**src/rtl/prsg_lfsr_param.sv**
```systemverilog
// Parameterised Fibonacci LFSR pseudo-random sequence generator with a
// valid/ready output handshake, seed loading and period detection.
module prsg_lfsr_param #(
  parameter int unsigned      WIDTH      = 8,
  parameter logic [WIDTH-1:0] TAPS       = WIDTH'(8'hB8),
  parameter logic [WIDTH-1:0] RESET_SEED = WIDTH'(1)
) (
  input  logic             clk,
  input  logic             rst,
  input  logic             load,
  input  logic [WIDTH-1:0] seed,
  input  logic             en,
  input  logic             out_ready,
  output logic             out_valid,
  output logic [WIDTH-1:0] rnd_out,
  output logic [WIDTH-1:0] step_cnt,
  output logic             period_done
);

  // Reject illegal parameterisations at elaboration time
  if ((WIDTH < 3) || (WIDTH > 32) || (TAPS[WIDTH-1] == 1'b0) ||
      (RESET_SEED == '0)) begin : g_param_check
    $error("prsg_lfsr_param: illegal WIDTH, TAPS or RESET_SEED");
  end

  typedef enum logic {
    ST_IDLE = 1'b0,
    ST_RUN  = 1'b1
  } state_e;

  state_e           state_q, state_d;
  logic [WIDTH-1:0] rnd_q, rnd_d;
  logic [WIDTH-1:0] seed_q, seed_d;
  logic [WIDTH-1:0] cnt_q, cnt_d;
  logic             done_q, done_d;

  logic             fb_c;
  logic [WIDTH-1:0] lfsr_nxt_c;
  logic [WIDTH-1:0] seed_eff_c;
  logic             advance_c;

  // Next-state, feedback, handshake and seed/period bookkeeping
  always_comb begin
    state_d    = state_q;
    rnd_d      = rnd_q;
    seed_d     = seed_q;
    cnt_d      = cnt_q;
    done_d     = 1'b0;

    fb_c       = ^(rnd_q & TAPS);
    lfsr_nxt_c = {rnd_q[WIDTH-2:0], fb_c};
    // An all-zero seed would lock the LFSR, so it is replaced by 1
    seed_eff_c = (seed == '0) ? WIDTH'(1) : seed;
    // A load swallows any coincident handshake
    advance_c  = (state_q == ST_RUN) && out_ready && !load;

    unique case (state_q)
      ST_IDLE: if (en)  state_d = ST_RUN;
      ST_RUN:  if (!en) state_d = ST_IDLE;
      default: state_d = ST_IDLE;
    endcase

    if (load) begin
      rnd_d  = seed_eff_c;
      seed_d = seed_eff_c;
      cnt_d  = '0;
    end else if (advance_c) begin
      rnd_d = lfsr_nxt_c;
      if (lfsr_nxt_c == seed_q) begin
        done_d = 1'b1;
        cnt_d  = '0;
      end else begin
        cnt_d = cnt_q + WIDTH'(1);
      end
    end
  end

  // State registers with asynchronous active-high reset
  always_ff @(posedge clk or posedge rst) begin
    if (rst) begin
      state_q <= ST_IDLE;
      rnd_q   <= RESET_SEED;
      seed_q  <= RESET_SEED;
      cnt_q   <= '0;
      done_q  <= 1'b0;
    end else begin
      state_q <= state_d;
      rnd_q   <= rnd_d;
      seed_q  <= seed_d;
      cnt_q   <= cnt_d;
      done_q  <= done_d;
    end
  end

  assign out_valid   = (state_q == ST_RUN);
  assign rnd_out     = rnd_q;
  assign step_cnt    = cnt_q;
  assign period_done = done_q;

endmodule

```
**config.mk**
```make
export PLATFORM = sky130hd
export DESIGN_NAME = prsg_lfsr_param
export DESIGN_NICKNAME = d
export VERILOG_FILES = /design/src/rtl/prsg_lfsr_param.sv
export SDC_FILE = /design/constraint.sdc
export NUM_CORES = 1
export LEC_CHECK = 0
export ABC_AREA = 1
export ABC_CLOCK_PERIOD_IN_PS = 1800
export BUFFER_PORTS_ARGS = -buffer_cell sky130_fd_sc_hd__buf_4
export CORE_UTILIZATION = 57
export DETAILED_ROUTE_END_ITERATION = 6
export PLACE_DENSITY = 0.84
export SLEW_MARGIN = 40
export SYNTH_ARGS = -nofsm -noshare
export SYNTH_HDL_FRONTEND = slang
export SYNTH_SLANG_ARGS = --single-unit
```
**constraint.sdc**
```tcl
create_clock -name clk -period 1.8 [get_ports clk]
set_input_delay 0 -clock clk [delete_from_list [all_inputs] [get_ports clk]]
set_output_delay 0 -clock clk [all_outputs]
set_load 0.1 [all_outputs]
```
==> flow_summary.json <==
{
  "status": "finished, final reports clean",
  "power_switching_mw": 0.5346,
  "placed_cells": 228,
  "syn-mean-instance-area_sq_um": 7.980,
  "min-delay-start": "out_ready",
  "start_util_pct": 61.46,
  "period_needed_ns": 1.448,
  "clkTransAtPathRegs_ns": 0.15,
  "critical_path_buf_inv_count": 1,
  "core_area_sq_um": 2233,
  "clk_latency_ns": 0.33,
  "setup-tns-final_ns": 0,
  "worst-path-max-fanout": 9,
  "postCtsSetupBuffers": 0,
  "drt_wl_total_microns": 3249,
  "rsz0062_at_grt": "false",
  "synthSimpleGateAreaFrac_pct": 28.81,
  "grt_max_degree": 27,
  "synth.distinct_cells": 24,
  "ioPinCount": 31,
  "avgViaCountPerCell": 5.453,
  "path_cells": "inv_1 > nand2_1 > nand2_1 > nor2_1 > nand2_1 > nor2_2 > nand2_4 > nand3_1 > nand2_1",
  "post-route-period-util_pct": 80.42,
  "detail-route-antenna-nets": 0,
  "worst_path_largest_cell_delay_ns": 0.57,
  "synth_top_family_by_area": "simple AND/OR/NAND/NOR gates",
  "whs_ns": 0.07733,
  "vias": 1325,
  "startpoint_type": "flop",
  "synth_xor_area_share_pct": 5.105,
  "intPower_mw": 0.9747,
  "syn-cell-area_sq_um": 1373,
  "cts_made_buffers": 3,
  "gp_congestion": 0.8915,
  "drv_slew": 0,
  "switching_share_pct": 35.42,
  "firstDrtPassIters": 4,
  "power_mw": 1.509,
  "num-nets-final": 230,
  "final_cells": 243,
  "r2r-end": "step_cnt[1]",
  "grt.overflow.total": 0,
  "grt_pass1_vias": 1330,
  "yosysSeqAreaShare_pct": 47.58,
  "grt_pass1_wl_microns": 5623,
  "whs_path_depth": 5,
  "report.final.hold_viol_count": 0,
  "htreeDepth": 1,
  "muxShareOfSynthArea_pct": 0,
  "p_clk_share_pct": 27.1,
  "fill_cells": 153,
  "worstPathArrival_ns": 1.68,
  "vdd_drop_max_mv": 0.6688,
  "cts_resized": 0,
  "rrSetupSlack_ns": 0.35,
  "drt_iter0_markers": 33,
  "crit_type": "flop to flop",
  "p_leak_nw": 0.9742,
  "die-area_sq_um": 2608,
  "power.share.combinational_pct": 28.9,
  "core.rowCount": 17,
  "seq_area_sq_um": 659.4,
  "syn-num-nets": 186,
  "synth-adder-area-share_pct": 0.9116,
  "ys_ff_latch": 26,
  "synth_compound_area_share_pct": 8.295,
  "worstMarginPinSlew_ns": 0.3281,
  "cp-end-kind": "flop",
  "seq_power_share_pct": 44.0,
  "cpLargestDelayFamily": "simple AND/OR/NAND/NOR gates",
  "cts-hold-fix-buffers": 11,
  "multi_input_area_sq_um": 591.8,
  "cts.sinks": 26,
  "wl_per_cell_microns": 13.37,
  "dp_hpwl_microns": 2206,
  "fmax_mhz": 690.8,
  "drcViolationCount": 0,
  "min_path_type": "input pin to flop",
  "area_growth_pct": 29.90,
  "setup_viol": 0,
  "cts_tree": "built",
  "drv_cap": 0,
  "final.setup_skew_ns": 0.003511,
  "drive_gt1_share_pct": 24.19,
  "synth_cells": 172,
  "crit_cells": 9,
  "r2r_cells": 9,
  "grt.total_usage_pct": 29.83,
  "cellPowerDensity_nw_per_um2": 846.5,
  "root_buffer": "clkbuf_4",
  "antenna_found_initial": 0,
  "relSlewSlack_pct": 78.13,
  "cts_buffer_depth": 2,
  "crit_required_ns": 2.04,
  "diodes": 0,
  "die_y_microns": 51.07,
  "synth_warnings": 0,
  "critPathSlowestCell": "dfstp_2",
  "reg2reg_from": "rnd_out[0]",
  "io_buffers": 30,
  "die_w_microns": 51.07,
  "whs_endpoint": "step_cnt[4]",
  "cpMostUsedCell": "nand2_1"
}
## how the worst max path moves through the flow
stage	from	slack, ns	endpoint
6_report	rnd_out[0]	0.35	step_cnt[1]
5_1_grt	rnd_out[0]	0.22	step_cnt[5]
4_1_cts	rnd_out[0]	0.36	step_cnt[1]
3_5_place_dp	rnd_out[0]	0.38	step_cnt[1]
3_3_place_gp	rnd_out[0]	0.40	step_cnt[2]
2_1_floorplan	rnd_out[6]	0.007	step_cnt[7]
## routing by layer
metal,vias to the layer above,share of wire [%],track usage [%]
met3,13,4.3,3.869
met4,0,3.7,17.13
li1,625,-,-
met5,-,0,0
met1,630,42,37.70
met2,57,50,48.90
## logic make-up (layout without fill, tap and decap cells)
family	Yosys count	in the layout
AND/OR/NAND/NOR	90	90
buffers and inverters	30	73
flip-flops	26	26
AO/OA/AOI/OAI	17	17
XOR/XNOR	8	8
adder cells (fa/ha/maj)	1	1
## metrics by stage
step                utilization [%]  setup WS, ns  instance area (sq um)
floorplan                         -      0.006692                   1379
global placement              72.55        0.4034                   1620
detailed placement            72.55        0.3812                   1620
CTS                           79.83        0.3556                   1783
global route                  79.83        0.2189                   1783
finish                        79.83        0.3524                   1783
## state kept, by name, indices dropped and copies added, names as in the netlist
signal       flops
out_valid        1
seed_q           8
rnd_out          8
period_done      1
step_cnt         8
## cell usage after synthesis
library cell	instances	share of area, %
or2_1	1	0.46
xnor2_1	4	2.6
nand2_4	1	0.82
clkinv_1	1	0.27
ha_1	1	0.91
nand3_2	1	0.73
dfrtp_1	24	44
nand2_2	2	0.91
o211ai_1	1	0.55
dfstp_2	2	3.8
o221ai_1	7	4.5
nand2_1	59	16
or2_2	1	0.46
inv_2	3	0.82
xor2_1	4	2.6
nor3_1	2	0.73
buf_6	2	1.6
nor2_1	11	3.0
o21ai_0	9	3.3
clkbuf_1	1	0.27
inv_1	23	6.3
nand3_1	10	3.6
nor2_2	1	0.46
nor2_8	1	1.5
## cells in the final DEF, fill, tap and decap left out
cell type,n
nor2_8,1
or2_1,1
nand2_4,1
nand3_2,1
nand2_1,59
ha_1,1
nand3_1,10
dfrtp_2,5
buf_4,31
o221ai_1,7
xnor2_1,4
nor2_1,11
clkbuf_4,3
dfrtp_1,19
clkinv_1,1
nand2_2,2
or2_2,1
bufinv_16,1
inv_1,23
inv_2,3
dfstp_2,2
xor2_1,4
nor2_2,1
nor3_1,2
o211ai_1,1
o21ai_0,9
dlygate4sd3_1,11
## cell type report
type	count	share of cell area, %
well taps	28	1.965
multi-input cells	116	33.19
flip-flops and latches	26	36.98
clock buffers	3	1.263
inverters	27	5.684
repair buffers	42	19.23
clock inverters	1	1.684
## worst reg2reg max path, stage by stage, from the launching register on
cell,delay (ns)
dfstp_2,0.57
inv_1,0.06
nand2_1,0.06
nand2_1,0.05
nor2_1,0.13
nand2_1,0.08
nor2_2,0.15
nand2_4,0.11
nand3_1,0.09
nand2_1,0.05
## power groups by stage
stage          Clock (mW)  Sequential, mW  Combinational (mW)
2_1_floorplan           0           0.840               0.147
3_3_place_gp            0           0.672               0.402
3_5_place_dp            0           0.675               0.411
4_1_cts             0.412           0.664               0.433
5_1_grt             0.431           0.670               0.465
6_report            0.409           0.665               0.436
Note: power is estimated with default switching activity, not from simulation.
